--- config.mk ---
export PLATFORM = sky130hd
export DESIGN_NAME = keypad_scan
export DESIGN_NICKNAME = d
export VERILOG_FILES = /design/src/rtl/keypad_pkg.sv /design/src/rtl/keypad_debounce.sv /design/src/rtl/keypad_scan.sv
export SDC_FILE = /design/constraint.sdc
export NUM_CORES = 1
export LEC_CHECK = 0
export ABC_AREA = 1
export BUFFER_PORTS_ARGS = -buffer_cell sky130_fd_sc_hd__clkbuf_2
export CAP_MARGIN = 20
export CELL_PAD_IN_SITES_DETAIL_PLACEMENT = 1
export CELL_PAD_IN_SITES_GLOBAL_PLACEMENT = 2
export CORE_ASPECT_RATIO = 2
export CORE_UTILIZATION = 37
export DETAILED_ROUTE_END_ITERATION = 8
export PLACE_DENSITY_LB_ADDON = 0.1
export SKIP_LAST_GASP = 1
export SLEW_MARGIN = 20
export SYNTH_ARGS = -nofsm -noshare
export SYNTH_HDL_FRONTEND = slang
export SYNTH_SLANG_ARGS = --single-unit
--- constraint.sdc ---
create_clock -name clk -period 5.4 [get_ports clk]
set_clock_uncertainty 0.1 [all_clocks]
set_input_delay 0.54 -clock clk [delete_from_list [all_inputs] [get_ports clk]]
set_output_delay 0.54 -clock clk [all_outputs]
set_load 0.1 [all_outputs]
--- src/rtl/keypad_pkg.sv ---
// keypad_pkg: shared types, column drive patterns and key encoding for the keypad scanner
package keypad_pkg;
  typedef enum logic [1:0] {IDLE, PRESS_PEND, HELD, REL_PEND} db_state_e;
  localparam logic [3:0][3:0] COL_PATTERN = {4'b0111, 4'b1011, 4'b1101, 4'b1110};
  localparam logic [4:0] NO_KEY = 5'h10;
  function automatic logic [4:0] key_code_f(input logic [1:0] r, input logic [1:0] c);
    return {1'b0, r, c};
  endfunction
endpackage

--- src/rtl/keypad_debounce.sv ---
// keypad_debounce: per-sweep debounce FSM that accepts presses and tracks key hold/release
module keypad_debounce
  import keypad_pkg::*;
#(
  parameter int DEBOUNCE = 3
) (
  input  logic       clk,
  input  logic       reset,
  input  logic       sweep_i,
  input  logic [4:0] result_i,
  output logic [3:0] key_code_o,
  output logic       key_valid_o,
  output logic       key_down_o
);
  localparam bit SINGLE = (DEBOUNCE == 1);
  localparam logic [3:0] DB = 4'(DEBOUNCE);
  db_state_e state_q, state_d;
  logic [3:0] cand_q, cand_d, cnt_q, cnt_d, code_q, code_d, key, cnt_inc;
  logic valid_q, valid_d, down_q, down_d, no_key, reached, accept;
  assign key = result_i[3:0];
  assign no_key = result_i[4];
  assign cnt_inc = (cnt_q == 4'hF) ? cnt_q : cnt_q + 4'd1;
  assign reached = cnt_inc >= DB;
  always_comb begin
    state_d = state_q;
    cand_d = cand_q;
    cnt_d = cnt_q;
    code_d = code_q;
    valid_d = 1'b0;
    down_d = down_q;
    accept = 1'b0;
    if (sweep_i) begin
      case (state_q)
        IDLE: if (!no_key) begin
          cand_d = key;
          cnt_d = 4'd1;
          state_d = SINGLE ? HELD : PRESS_PEND;
          accept = SINGLE;
        end
        PRESS_PEND: if (no_key) begin
          state_d = IDLE;
          cnt_d = 4'd0;
        end else if (key != cand_q) begin
          cand_d = key;
          cnt_d = 4'd1;
        end else begin
          cnt_d = cnt_inc;
          state_d = reached ? HELD : PRESS_PEND;
          accept = reached;
        end
        HELD: if (no_key) begin
          cnt_d = SINGLE ? 4'd0 : 4'd1;
          state_d = SINGLE ? IDLE : REL_PEND;
          down_d = !SINGLE;
        end
        REL_PEND: if (!no_key) begin
          state_d = HELD;
          cnt_d = 4'd0;
        end else begin
          cnt_d = cnt_inc;
          state_d = reached ? IDLE : REL_PEND;
          down_d = !reached;
        end
        default: state_d = IDLE;
      endcase
    end
    if (accept) begin
      code_d = key;
      valid_d = 1'b1;
      down_d = 1'b1;
    end
  end
  always_ff @(posedge clk) begin
    if (reset) begin
      state_q <= IDLE;
      cand_q <= 4'd0;
      cnt_q <= 4'd0;
      code_q <= 4'd0;
      valid_q <= 1'b0;
      down_q <= 1'b0;
    end else begin
      state_q <= state_d;
      cand_q <= cand_d;
      cnt_q <= cnt_d;
      code_q <= code_d;
      valid_q <= valid_d;
      down_q <= down_d;
    end
  end
  assign key_code_o = code_q;
  assign key_valid_o = valid_q;
  assign key_down_o = down_q;
endmodule

--- src/rtl/keypad_scan.sv ---
// keypad_scan: 4x4 keypad column scanner with row synchronizer, per-sweep encoder and debounce
module keypad_scan
  import keypad_pkg::*;
#(
  parameter int CLK_DIV  = 100000,
  parameter int DEBOUNCE = 3
) (
  input  logic       clk,
  input  logic       reset,
  input  logic [3:0] row,
  output logic [3:0] col,
  output logic [3:0] key_code,
  output logic       key_valid,
  output logic       key_down
);
  localparam int DW = $clog2(CLK_DIV);
  logic [3:0] sync1_q, sync2_q;
  logic [DW-1:0] div_q, div_d;
  logic [1:0] col_idx_q, col_idx_d;
  logic [4:0] best_q, best_d, col_hit, prior, sweep_res;
  logic tick, sweep_end;
  assign tick = div_q == DW'(CLK_DIV - 1);
  assign sweep_end = tick && col_idx_q == 2'd3;
  assign div_d = tick ? '0 : div_q + 1'b1;
  assign col_idx_d = tick ? col_idx_q + 2'd1 : col_idx_q;
  assign col = COL_PATTERN[col_idx_q];
  // Lowest active row in this column; codes from earlier columns compete by plain min
  assign col_hit = !sync2_q[0] ? key_code_f(2'd0, col_idx_q) :
                   !sync2_q[1] ? key_code_f(2'd1, col_idx_q) :
                   !sync2_q[2] ? key_code_f(2'd2, col_idx_q) :
                   !sync2_q[3] ? key_code_f(2'd3, col_idx_q) : NO_KEY;
  assign prior = (col_idx_q == 2'd0) ? NO_KEY : best_q;
  assign sweep_res = (col_hit < prior) ? col_hit : prior;
  assign best_d = tick ? sweep_res : best_q;
  always_ff @(posedge clk) begin
    if (reset) begin
      sync1_q <= 4'hF;
      sync2_q <= 4'hF;
      div_q <= '0;
      col_idx_q <= 2'd0;
      best_q <= NO_KEY;
    end else begin
      sync1_q <= row;
      sync2_q <= sync1_q;
      div_q <= div_d;
      col_idx_q <= col_idx_d;
      best_q <= best_d;
    end
  end
  keypad_debounce #(.DEBOUNCE(DEBOUNCE)) u_debounce (
    .clk(clk),
    .reset(reset),
    .sweep_i(sweep_end),
    .result_i(sweep_res),
    .key_code_o(key_code),
    .key_valid_o(key_valid),
    .key_down_o(key_down)
  );
endmodule

# == Word level (Yosys, flattened, before mapping) ==
# Index checks and enable logic that the tools add are counted.
# op_classes
muxes,37
n_reduce_logical,12
order_cmp,3
addsub,3
eq_ne,14
# op_table
cell,n
4-bit two-way mux,10
5-bit two-way mux,6
"17-bit by 1-bit adder with 17-bit output, second input constant",1
"17-bit equality test, second input constant",1
4-bit case mux with 4 select lines,1
2-bit two-way mux,7
1-bit two-way mux,9
4-bit binary-select mux with 2-bit select,1
2-bit case mux with 4 select lines,1
4-bit case mux with 2 select lines,1
4-bit AND reduction,2
"2-bit equality test, second input constant",3
"2-bit inequality test, second input constant",3
"3-bit by 2-bit inequality test with 1-bit output, second input constant",2
5-bit < comparator,1
5-bit AND reduction,1
"4-bit by 1-bit adder with 4-bit output, second input constant",1
"4-bit equality test, second input constant",1
"4-bit by 2-bit greater-or-equal comparator with 1-bit output, second input constant",1
2-bit logical NOT,2
4-bit inequality test,1
2-bit nonzero test,2
"2-bit by 3-bit < comparator with 1-bit output, second input constant",1
"3-bit inequality test, second input constant",1
other kinds (9),9
# word_totals
inputBits,6
elab_cells,80
out_inout_bits,10
regBits,48

# == Longest topological paths before layout ==
# Gate-level depths: netlist of run 1.
# logic_depth
ltp_word,13
mapped_depth,21
depth_no_buf,21

# == Hierarchy ==
# Synthesis of run 1 repeated with hierarchy kept, for this count alone.
# unflattened
cells_unflattened,368
hier_area_um2,2595.0
# modules_own_cells
module,cells_per_inst,instances,seq_area_each_um2,area_each_um2
keypad_scan,229,1,640.6,1664.1
keypad_debounce,139,1,320.3,930.9

# == Worst setup path after synthesis of run 1 ==
# Ideal clock, no wire load.
# synth_path
path_type,register -> register
startpoint,register col_idx_q[0]
endpoint,register u_debounce.cand_q[2]
path_slack_ns,2.623
path_stages_with_launch,19
setup_ns,0.114
required_ns,5.186
n_path_buf,0
period_less_slack_ns,2.777
arrival_time_ns,2.563
cell_sequence,dfxtp_1 -> inv_1 -> ha_1 -> nor2_1 -> inv_1 -> ha_1 -> nand2_1 -> nor2_2 -> nand2_8 -> nand2_8 -> nand2_1 -> nand3_1 -> nand2_2 -> nor2_8 -> nand2_4 -> o21ai_4 -> nand2_1 -> nand2_1 -> nor2_1
# synth_between
elab_chain_cells,9
word_cells_on_any_way,19
classes_between,1 x order compare; 5 x eq/ne; 10 x mux; 3 x reduce/logical
# synth_rtl
element,line_no,text
"start, declared",keypad_scan.sv:19,"logic [1:0] col_idx_q, col_idx_d;"
"start signal, assigned",keypad_scan.sv:46,col_idx_q <= col_idx_d;
5-bit two-way mux,keypad_scan.sv:31,"!sync2_q[3] ? key_code_f(2'd3, col_idx_q) : NO_KEY;"
5-bit two-way mux,keypad_scan.sv:30,"!sync2_q[2] ? key_code_f(2'd2, col_idx_q) :"
5-bit two-way mux,keypad_scan.sv:29,"!sync2_q[1] ? key_code_f(2'd1, col_idx_q) :"
5-bit two-way mux,keypad_scan.sv:28,"assign col_hit = !sync2_q[0] ? key_code_f(2'd0, col_idx_q) :"
5-bit < comparator,keypad_scan.sv:33,assign sweep_res = (col_hit < prior) ? col_hit : prior;
5-bit two-way mux,keypad_scan.sv:33,
4-bit inequality test / 4-bit two-way mux (equally long branches),keypad_debounce.sv:43,end else if (key != cand_q) begin
2-bit by 1-bit inequality test with 1-bit output (no line) / 4-bit two-way mux (equally long branches),n/a,
5-bit AND reduction (no line) / 4-bit case mux with 2 select lines (equally long branches),n/a,
"end signal, assigned",keypad_debounce.sv:83,cand_q <= cand_d;
"end, declared",keypad_debounce.sv:18,"logic [3:0] cand_q, cand_d, cnt_q, cnt_d, code_q, code_d, key, cnt_inc;"
# Parallel ways exist; a longest one is shown, timed or not. The select of a mux whose other input is x is not followed.
# A chain may end at the register's enable or synchronous reset.

# == Final worst setup path of run 1 ==
# layout_path
startpoint,register col_idx_q[0]
endpoint,register u_debounce.cand_q[0]
# The elaborated chain is that of the path after synthesis.

==> results of run 1 <==
critical path, delay by kind of cell, from the launching register on:
family,cells,cell delay (ps)
AO/OA/AOI/OAI,1,250
adder cells (fa/ha/maj),2,570
buffers and inverters,2,260
flip-flops,1,420
AND/OR/NAND/NOR,13,1520
cell usage in the layout, fill, tap and decap left out, types with 3 or more instances in the layout:
cell type and count:
nand2_4 3, nand2_2 7, a21oi_1 20, clkbuf_16 5, dfxtp_1 48, nor4_1 4
ha_1 11, or2_2 8, o21ai_0 13, nand2_1 79, nor2_1 47, clkbuf_2 15
nor3_1 4, nor3b_1 4, inv_2 3, inv_1 57, nand4_1 7, nand3_1 31
layer usage:
metal / track usage [%] / routed length, µm / share of wire, %
met5: 0 / 0 / 0
met1: 17.7 / 2340 / 35
met3: 3.20 / 102 / 1.5
met4: 11.4 / 263 / 3.9
met2: 41.1 / 4080 / 60
power groups by stage:
stage / clock network (µW) / registers, µW / logic (µW)
floorplan: 0 / 368 / 64.2
global placement: 0 / 369 / 79.6
global route: 343 / 361 / 88.3
detailed placement: 0 / 369 / 80.4
CTS: 331 / 361 / 80.4
finish: 316 / 361 / 79.0
per-stage QoR:
stage	total power, µW	instances
after global placement	448	475
after floorplan	432	374
after global routing	792	483
after CTS	772	483
after detailed placement	449	475
final	756	483
kinds of logic after synthesis:
| logic type | Yosys count | synth area share, % |
|---|---|---|
| AO/OA/AOI/OAI | 42 | 9.38 |
| XOR/XNOR | 1 | 0.331 |
| adder cells (fa/ha/maj) | 11 | 5.21 |
| buffers and inverters | 64 | 9.09 |
| flip-flops | 48 | 36.4 |
| AND/OR/NAND/NOR | 208 | 39.6 |
state kept, by name, summed over array words and instances (netlist names):
register	cells
col_idx_q	2
u_debounce.key_down_o	1
u_debounce.cand_q	4
sync1_q	4
u_debounce.cnt_q	4
sync2_q	4
best_q	5
u_debounce.state_q	2
u_debounce.key_code_o	4
u_debounce.key_valid_o	1
div_q	17
cell type report:
cell class / instances / share of cell area, %
clock buffer: 7 / 4.81
clock inverter: 1 / 0.253
inverter: 60 / 7.59
multi-input combinational: 262 / 48.6
sequential: 48 / 32.4
tap: 90 / 3.80
timing repair buffer: 15 / 2.53
how the worst max path moves through the flow:
stage                      start                   end  depth (start not counted)  slack [ps]
finish              col_idx_q[0]  u_debounce.cand_q[0]                         18        2170
global placement    col_idx_q[0]  u_debounce.cand_q[0]                         18        2200
detailed placement  col_idx_q[0]  u_debounce.cand_q[0]                         17        2150
global route        col_idx_q[0]  u_debounce.cand_q[0]                         17        1850
CTS                 col_idx_q[0]  u_debounce.cand_q[0]                         17        2130
floorplan           col_idx_q[0]  u_debounce.cand_q[2]                         18        2620
==> impl_results.md, run 1 <==
* Power per cell area at 255 nW/µm²
* Full die area at 7500 µm²
* Critical path required time at 5490 ps
* Multi-input combinational cell area at 1440 µm²
* Clock transition at the register clock pins on the worst setup and hold paths after CTS at 60 ps
* Leading cell types by count after synthesis: nand2_1, inv_1, dfxtp_1, nor2_1, nand3_1
* Pre-CTS worst setup slack at 2150 ps
* Crit Path Max Fanout at 9
* Transition time of the tightest slew-check pin at 789 ps
* Cells after synthesis at 374
* Count of H-tree levels built during CTS at 2
* RSZ-0062 raised after global routing: no
* Number of synthesized flops with an enable pin at 0
* Sequential element share of the synthesized area at 36.4%
* First-pass detailed-route iteration total at 4
* Smallest setup slack after layout at 2170 ps
* Hold EP: sync2_q[2]
* Relative max-transition margin at 47.3%
* Layout fillers at 916
* Cell repeated most along the worst path: nand2_1
* Upper clock frequency limit at 309 MHz
* Startpoint of the worst hold path: sync1_q[2]
* Startpoint-to-endpoint class of the critical path: reg2reg
* DPL Wire Length at 5580 µm
* Cell count of the worst hold path at 1
* Sequential Area at 961 µm²
* Synth top area cells: dfxtp_1, nand2_1, inv_1
* Total CTS buffers at 5
* Primary FF master, synth: dfxtp_1
* Final Core Density at 42.7%
* Count of antenna-violating nets left after detailed routing at 0
* Global placement routability congestion at 0.878
* Top-area cell type share of the netlist area at 36.4%
* Post-CTS sizing at 0
* Worst IR drop on VDD at 0.173 mV
* Max-slew violations at 0
* Clk buf depth at 2
* Number of warnings printed during yosys synthesis at 0
* Switching power total at 187 µW
* # hold bufs at CTS at 0
* Max-cap violation count at 0
* Clk root buf: clkbuf_16
* Largest incremental delay on the critical path at 420 ps
* Y dimension of the die at 122 µm
* Number of input and output port buffers inserted at 15
* Logic gate share of total power at 10.5%
* Count of distinct cell types in the synthesized netlist at 36
* Startpoint types: flip-flop
* Run status: finished, final reports clean
* Count of endpoints failing setup in the final report at 0
* Routed wirelength normalized by instance count at 14.0 µm
* Share of final-layout standard cells stronger than drive strength 1 at 14.8%
* IO Count at 16
* Fraction of synthesis flops using an asynchronous set or reset pin at 0%
* DR vias/cell at 4.94
* Number of antenna violations at the first check in global routing at 0
* Clk sink count at 48
* Via count of the first global-routing pass at 2545
* Cell with the most instances after synthesis: nand2_1
* Cell accounting for the most synthesized area: dfxtp_1
* Buffer count from post-CTS setup fixing at 0
* Final net count at 409
* Number of nets produced by synthesis at 391
* Count of standard-cell rows at 43
* Pin count of the biggest net entering global routing at 24
* Vias at 2386
* Worst R2R Setup Slack at 2170 ps
* Instance area at placement at 2820 µm²
* Part of the power in registers at 47.7%
* Antenna cell count at 0
* Length in cells of the worst reg-to-reg path at 18
* Switching Fraction at 24.7%
* Residual DRC count at 0
* Internal power consumption at 569 µW
* All-layer global routing usage at 20.7%
* Number of design-rule violations left by the first detailed-router iteration at 54
* Final worst hold slack at 312 ps
* Leakage power at 0.00127 µW
* Critical path endpoint category: flip-flop
* Final instance area at 2970 µm²
* Total negative slack at 0 ps
* Initial cell density of the core at 38.1%
* Clock period minus final worst setup slack at 3230 ps
* Startpoint of the most critical register-to-register path: col_idx_q[0]
* Wire length of the first global-routing pass at 11300 µm
* Horiz. Die Dim at 61.8 µm
* Total gr overflow at 0
* Worst-path cell chain: inv_1, ha_1, nor2_1, inv_1, ha_1, nand2_1, nor2_2, nand2_8, nand2_8, nand2_1, nand3_1, nand2_2, nor2_8, nand2_4, o21ai_4, nand2_1, nand2_1, nor2_1
* CTS tree: yes
* Post-synthesis to final-layout area growth at 12.2%
* Worst hold-check path type: reg2reg
* Worst path arrival time at 3320 ps
* Final worst-path cycle share at 59.9%
* Insertion delay to the later sink of the worst-skew pair at 290 ps
* Post-Route WL at 6790 µm
* Total count of hold-check failures in the final report at 0
* Count of state elements after synthesis at 48
* Floorplan Core Area at 6940 µm²
* Cell with the biggest individual delay on the critical path: dfxtp_1
* Clock network fraction of total power at 41.8%
* Endpoint of the lowest-slack register-to-register path: u_debounce.cand_q[0]
* Post-synthesis instance area at 2640 µm²
* Post-synthesis area per instance at 7.07 µm²
Note: power is estimated with default switching activity, not from simulation.
==> run 2, diff against run 1 <==
--- a/config.mk
+++ b/config.mk
@@ -11,7 +11,7 @@
 export CELL_PAD_IN_SITES_DETAIL_PLACEMENT = 1
 export CELL_PAD_IN_SITES_GLOBAL_PLACEMENT = 2
 export CORE_ASPECT_RATIO = 2
-export CORE_UTILIZATION = 37
+export CORE_UTILIZATION = 34
 export DETAILED_ROUTE_END_ITERATION = 8
 export PLACE_DENSITY_LB_ADDON = 0.1
 export SKIP_LAST_GASP = 1
==> constraint.sdc (replaced) <==
create_clock -name clk -period 3.2 [get_ports clk]
set_clock_uncertainty 0.1 [all_clocks]
set_input_delay 0.32 -clock clk [delete_from_list [all_inputs] [get_ports clk]]
set_output_delay 0.32 -clock clk [all_outputs]
set_load 0.1 [all_outputs]
==> run 2 against run 1 <==
Against the previous run:
- global-route usage down 0.59 points
- register-to-register slack worse by 1900 ps
- final cell count up 2.1%
- critical path depth unchanged
- sequential share of layout area down 0.68 points
- sequential power up 68%
- critical endpoint unchanged
- non-clock buffer count up 6
- power up 72%
- wire length up 9.5%
- via count up 0.67%
==> impl_results.md, run 2 (same netlist as run 1, synthesis figures left out) <==
* Relative max-transition margin at 43.4% (-3.8 points)
* Critical path endpoint category: flip-flop
* Total gr overflow at 0 (unchanged)
* Largest incremental delay on the critical path at 380 ps (-40 ps)
* Initial cell density of the core at 35.0% (-3.0 points)
* Max FFs per register at 17 (unchanged)
* Post-Route WL at 7430 µm (+9.5%)
* Critical path required time at 3290 ps (-2200 ps)
* First-pass detailed-route iteration total at 4 (unchanged)
* CTS tree: yes
* Pre-CTS worst setup slack at 42.8 ps (-2110 ps)
* All-layer global routing usage at 20.1% (-0.59 points)
* Count of endpoints failing setup in the final report at 0 (unchanged)
* Smallest setup slack after layout at 253 ps (-1910 ps)
* Number of antenna violations at the first check in global routing at 0 (unchanged)
* Global placement routability congestion at 0.837 (-4.6%)
* Final net count at 415 (+1.5%)
* Worst hold-check path type: in2reg
* Share of final-layout standard cells stronger than drive strength 1 at 17.8% (+3.0 points)
* Worst Setup SP: col_idx_q[0]
* Total count of hold-check failures in the final report at 0 (unchanged)
* Startpoint-to-endpoint class of the critical path: reg2reg
* Startpoint of the worst hold path: row[0]
* Transition time of the tightest slew-check pin at 847 ps (+57.4 ps)
* Commonest non-fill, non-tap cell in the layout: nand2_1
* Total negative slack at 0 ps (unchanged)
* Startpoint types: flip-flop
* Final worst-path cycle share at 92.1% (+32 points)
* Clock period minus final worst setup slack at 2950 ps (-288 ps)
* RSZ-0062 raised after global routing: no
* Number of design-rule violations left by the first detailed-router iteration at 75 (+39%)
* Full die area at 8150 µm² (+8.6%)
* Count of antenna-violating nets left after detailed routing at 0 (unchanged)
* Max-slew violations at 0 (unchanged)
* Insertion delay to the later sink of the worst-skew pair at 290 ps (about the same)
* Register ranked first by flip-flop count: div_q
* Max-cap violation count at 0 (unchanged)
* Cell with the biggest individual delay on the critical path: dfxtp_2
* Run status: finished, final reports clean
* Antenna cell count at 0 (unchanged)
* Startpoint of the most critical register-to-register path: col_idx_q[0]
* Y dimension of the die at 127 µm (+4.2%)
* Vias at 2402 (+0.67%)
* Largest registers: div_q (17), best_q (5)
* Floorplan Core Area at 7540 µm² (+8.7%)
* Count of H-tree levels built during CTS at 2 (unchanged)
* Pin count of the biggest net entering global routing at 24 (unchanged)
* Crit Path Max Fanout at 8 (-1)
* Upper clock frequency limit at 339 MHz (+9.8%)
* Number of input and output port buffers inserted at 15 (unchanged)
* Worst path arrival time at 3040 ps (-280 ps)
* DPL Wire Length at 6180 µm (+11%)
* Via count of the first global-routing pass at 2627 (+3.2%)
* Wire length of the first global-routing pass at 12300 µm (+9.1%)
* Worst IR drop on VDD at 0.267 mV (+55%)
* DR vias/cell at 4.87 (-1.4%)
* Horiz. Die Dim at 64.3 µm (+4.2%)
* Post-synthesis to final-layout area growth at 14.8%
* Power per cell area at 429 nW/µm² (+68%)
* Count of standard-cell rows at 45 (+4.7%)
* Clk buf depth at 2 (unchanged)
* Commonest cells after routing, fill and taps aside: nand2_1, inv_1, dfxtp_1
* Clock transition at the register clock pins on the worst setup and hold paths after CTS at 70 ps (about the same)
* Total CTS buffers at 5 (unchanged)
* IO Count at 16 (unchanged)
* Clk sink count at 48 (unchanged)
* # hold bufs at CTS at 0 (unchanged)
* Routed wirelength normalized by instance count at 15.1 µm (+7.3%)
* Leakage power at 0.00130 µW (+2.2%)
* Worst-path cell chain: inv_1, ha_2, nor2_2, inv_1, ha_1, a21oi_2, nor2_2, nor2_4, buf_4, nand3_1, nand3_1, nand2_2, nor2_8, nand2_4, o21ai_4, nand2_1, nand2_1, nor2_1
* Residual DRC count at 0 (unchanged)
* Clk root buf: clkbuf_16
## run 2: critical path: cells and delay by family (launching register included)
kind | cells | cell delay [ps]
AO/OA/AOI/OAI | 2 | 420
flip-flops | 1 | 380
AND/OR/NAND/NOR | 11 | 1070
buffers and inverters | 3 | 340
adder cells (fa/ha/maj) | 2 | 530
## run 2: metrics by stage
step           utilization (%)  hold slack, ps  total power, µW  cells  cell area [µm²]
6_report                  40.2             109             1300    493             3030
5_1_grt                   40.2             107             1360    493             3030
4_1_cts                   39.8             107             1320    491             3000
3_5_place_dp              37.8             302              765    483             2850
3_3_place_gp              37.8             292              762    483             2850
2_1_floorplan                -             289              730    374             2640
## run 2: final timing paths
| kind | endpoint | slack [ps] | depth (start not counted) |
|---|---|---|---|
| worst max-delay path | u_debounce.cand_q[0] | 250 | 18 |
| worst min-delay path | sync1_q[0] | 110 | 2 |
| worst max register to register | u_debounce.cand_q[0] | 250 | 18 |
| worst min register to register | sync2_q[3] | 320 | 1 |
## run 2: per-layer routing
layer | track usage (%) | up-vias | share of wire, % | wire (µm)
met5 | 0 | - | 0 | 0
li1 | - | 1227 | - | -
met4 | 10.5 | 0 | 3.7 | 276
met2 | 42.2 | 18 | 63 | 4700
met3 | 2.16 | 16 | 0.90 | 67
met1 | 17.3 | 1141 | 32 | 2390
## run 2: where the power goes
part	internal (µW)	leakage [µW]	total [µW]	switching, µW
clock network	312	0.0000701	545	233
registers	605	0.000390	608	3.46
logic	52.8	0.000836	147	93.7
total	970	0.00130	1300	330
## run 2: layout make-up
type	count	area [µm²]
clock buffer	7	143
clock inverter	1	7.51
fill	987	4510
inverter	60	225
multi-input combinational	262	1460
sequential	48	962
tap	94	118
timing repair buffer	21	120
## run 2: repair_timing
item,in CTS,in global routing
setup endpoints to repair,0,16
resized for setup,0,7
buffers inserted,0,2
endpoints found under the hold margin,0,0
==> run 3, diff against run 2 <==
--- a/config.mk
+++ b/config.mk
@@ -18,4 +18,5 @@
 export SLEW_MARGIN = 20
 export SYNTH_ARGS = -nofsm -noshare
 export SYNTH_HDL_FRONTEND = slang
+export SYNTH_HIERARCHICAL = 1
 export SYNTH_SLANG_ARGS = --single-unit
==> run 3 against run 2 <==
Against the previous run:
- power up 4.8%
- flip-flop and latch count stayed put
- utilization increased by 1.5 points
- maximum frequency grew 0.25%
- critical path depth is 1 higher
- worst setup slack improved by 7.4 ps
- final area is 0.58% higher
- wire length down 12%
- largest cell class unchanged
==> impl_results.md, run 3 <==
* Run status: finished, final reports clean
* Pre-CTS worst setup slack at -132 ps (-174 ps)
* Count of standard-cell rows at 44 (-2.2%)
* Clock network fraction of total power at 43.9% (+2.0 points)
* Critical path required time at 3280 ps (about the same)
* Clk buf depth at 2 (unchanged)
* Wire length of the first global-routing pass at 11100 µm (-10%)
* Fraction of synthesis flops using an asynchronous set or reset pin at 0% (unchanged)
* All-layer global routing usage at 18.0% (-2.1 points)
* Post-synthesis to final-layout area growth at 17.6%
* Worst-path cell chain: inv_1, ha_4, nor2_1, ha_1, a21o_1, nor2_2, buf_4, nand3_1, and2_4, nand2_1, nand2_1, nor2_2, nand3_2, nor2_4, nand2_4, nand2_4, nand3_2, nand2_1, nor2_1
* Transition time of the tightest slew-check pin at 583 ps (-264 ps)
* First-pass detailed-route iteration total at 4 (unchanged)
* Cells after synthesis at 368 (-1.6%)
* Worst hold-check path type: in2reg
* DR vias/cell at 4.79 (-1.7%)
* Switching Fraction at 24.4% (-1.0 points)
* Register ranked first by flip-flop count: div_q
* Power per cell area at 446 nW/µm² (+4.2%)
* Initial cell density of the core at 35.4% (+0.42 points)
* Count of endpoints failing setup in the final report at 0 (unchanged)
* Worst path arrival time at 3020 ps (-20 ps)
* Number of nets produced by synthesis at 386 (-1.3%)
* Max-cap violation count at 0 (unchanged)
* Part of the power in registers at 44.7% (-2.1 points)
* Residual DRC count at 0 (unchanged)
* Floorplan Core Area at 7320 µm² (-3.0%)
* Sequential element share of the synthesized area at 37.0% (+0.67 points)
* Count of state elements after synthesis at 48 (unchanged)
* CTS tree: yes
* Relative max-transition margin at 61.1% (+18 points)
* Primary FF master, synth: dfxtp_1
* Worst path buffer plus inverter count at 2 (-1)
* # hold bufs at CTS at 0 (unchanged)
* Synth top area cells: dfxtp_1, nand2_1, inv_1
* Clock transition at the register clock pins on the worst setup and hold paths after CTS at 70 ps (about the same)
* Number of synthesized flops with an enable pin at 0 (unchanged)
* Startpoint-to-endpoint class of the critical path: reg2reg
* Top-area cell type share of the netlist area at 37.0% (+0.67 points)
* Internal power consumption at 1030 µW (+6.2%)
* Y dimension of the die at 126 µm (-0.89%)
* Pin count of the biggest net entering global routing at 16 (-33%)
* Insertion delay to the later sink of the worst-skew pair at 290 ps (about the same)
* Commonest cells after routing, fill and taps aside: nand2_1, inv_1, dfxtp_1
* Number of design-rule violations left by the first detailed-router iteration at 76 (+1.3%)
* Switching power total at 332 µW (+0.49%)
* Logic gate share of total power at 11.3% (about the same)
* Startpoint types: flip-flop
* Count of H-tree levels built during CTS at 2 (unchanged)
* Clk root buf: clkbuf_16
* Number of stages on the worst setup path at 19 (+1)
* Leakage power at 0.00134 µW (+3.3%)
* Startpoint of the worst hold path: row[1]
* Worst path top cell family by delay: simple AND/OR/NAND/NOR gates
* Final worst-path cycle share at 91.9% (-0.23 points)
* Crit Path Max Fanout at 7 (-1)
* Total gr overflow at 0 (unchanged)
* Final net count at 412 (-0.72%)
* Length in cells of the worst reg-to-reg path at 19 (+1)
* Max FFs per register at 17 (unchanged)
* IO Count at 16 (unchanged)
* Full die area at 8010 µm² (-1.8%)
* Finished Layout Cells at 487 (-1.2%)
* Routed wirelength normalized by instance count at 13.5 µm (-11%)
* Critical path endpoint category: flip-flop
* Post-synthesis instance area at 2590 µm² (-1.8%)
* Max-slew violations at 0 (unchanged)
* Cell with the biggest individual delay on the critical path: dfxtp_2
* Startpoint of the most critical register-to-register path: col_idx_q[0]
* Total CTS buffers at 5 (unchanged)
* Antenna cell count at 0 (unchanged)
* Post-synthesis area per instance at 7.05 µm² (-0.20%)
* Count of antenna-violating nets left after detailed routing at 0 (unchanged)
* Vias at 2333 (-2.9%)
* Upper clock frequency limit at 340 MHz (+0.25%)
* Leading cell types by count after synthesis: nand2_1, inv_1, dfxtp_1, nor2_1
* Number of input and output port buffers inserted at 15 (unchanged)
* Largest incremental delay on the critical path at 330 ps (-50 ps)
* Global placement routability congestion at 0.831 (-0.70%)
* Total count of hold-check failures in the final report at 0 (unchanged)
* Number of warnings printed during yosys synthesis at 6 (+6)
* Clock period minus final worst setup slack at 2940 ps (-7.41 ps)
* Cell accounting for the most synthesized area: dfxtp_1
* Smallest setup slack after layout at 261 ps (+7.41 ps)
* Commonest non-fill, non-tap cell in the layout: nand2_1
* Clk sink count at 48 (unchanged)
* DPL Wire Length at 5300 µm (-14%)
* Number of antenna violations at the first check in global routing at 0 (unchanged)
* Post-Route WL at 6550 µm (-12%)
* Cell repeated most along the worst path: nand2_1
* Cell with the most instances after synthesis: nand2_1
* Final Core Density at 41.7% (+1.5 points)
* Worst Setup SP: col_idx_q[0]
* Cell count of the worst hold path at 2 (unchanged)
* Via count of the first global-routing pass at 2455 (-6.5%)
* Worst IR drop on VDD at 0.251 mV (-6.2%)
* Share of final-layout standard cells stronger than drive strength 1 at 23.3% (+5.5 points)
* Largest registers: div_q (17), best_q (5)
* Number of placed cells counting well taps at 477 (-1.2%)
* Count of distinct cell types in the synthesized netlist at 32 (-11%)
* Horiz. Die Dim at 63.8 µm (-0.88%)
[run 3: cell types whose count changed after synthesis, moves of 4 or more]
cell	change
and2_1	+4
nand2_1	+8
nand3_1	-11
nand3_2	+4
nand4_1	-5
nor2_1	-8
nor2_2	+7
nor4_1	-4
o21ai_1	+7
xor2_1	+4
[run 3: final cells by class]
type | instances | area, µm²
Tap cell | 92 | 115
Sequential cell | 48 | 966
Multi-Input combinational cell | 259 | 1460
Inverter | 58 | 218
Fill cell | 945 | 4270
Clock inverter | 3 | 42.5
Timing Repair Buffer | 22 | 128
Clock buffer | 5 | 125
[run 3: power groups by stage]
stage / clock network (µW) / registers (µW) / logic (µW)
6_report: 598 / 609 / 154
5_1_grt: 645 / 610 / 175
4_1_cts: 621 / 609 / 136
3_5_place_dp: 0 / 623 / 136
3_3_place_gp: 0 / 622 / 133
2_1_floorplan: 0 / 621 / 101
[run 3: timing repair]
item                       4_1_cts  5_1_grt
gates cloned                     0        0
buffers inserted                 0        2
pin swaps                        0        4
resized for setup                2       28
setup endpoints to repair        2       15
[run 3: per-stage QoR]
step	area (µm²)	hold slack (ps)	TNS (ps)	power, µW
2_1_floorplan	2590	289	0	723
3_3_place_gp	2790	296	-4.55	755
3_5_place_dp	2790	298	-139	758
4_1_cts	2960	109	0	1370
5_1_grt	3050	117	-23.4	1430
6_report	3050	116	0	1360
[run 3: routing by layer]
layer  track usage, %  routed length [µm]  share of wire (%)  vias to the layer above
li1                 -                   -                  -                     1202
met1             15.3                2170                 33                     1102
met2             37.4                4060                 62                       17
met3             2.55                  85                1.3                       12
met4             9.22                 241                3.7                        0
met5                0                   0                  0                        -
[run 3: cell families (layout without fill, tap and decap cells)]
family	count (synthesis)	in the layout	share of synthesized area (%)
AND/OR/NAND/NOR	196	196	36.5
buffers and inverters	61	88	9.55
XOR/XNOR	5	5	1.69
adder cells (fa/ha/maj)	12	12	5.79
flip-flops	48	48	37.0
AO/OA/AOI/OAI	46	46	9.40
[run 3: path summary, 6_finish.rpt]
| check | slack (ps) | end |
|---|---|---|
| worst max-delay path | 260 | u_debounce/key_down_o |
| worst max register to register | 260 | u_debounce/key_down_o |
| worst min-delay path | 120 | sync1_q[1] |
| worst min register to register | 310 | sync2_q[3] |
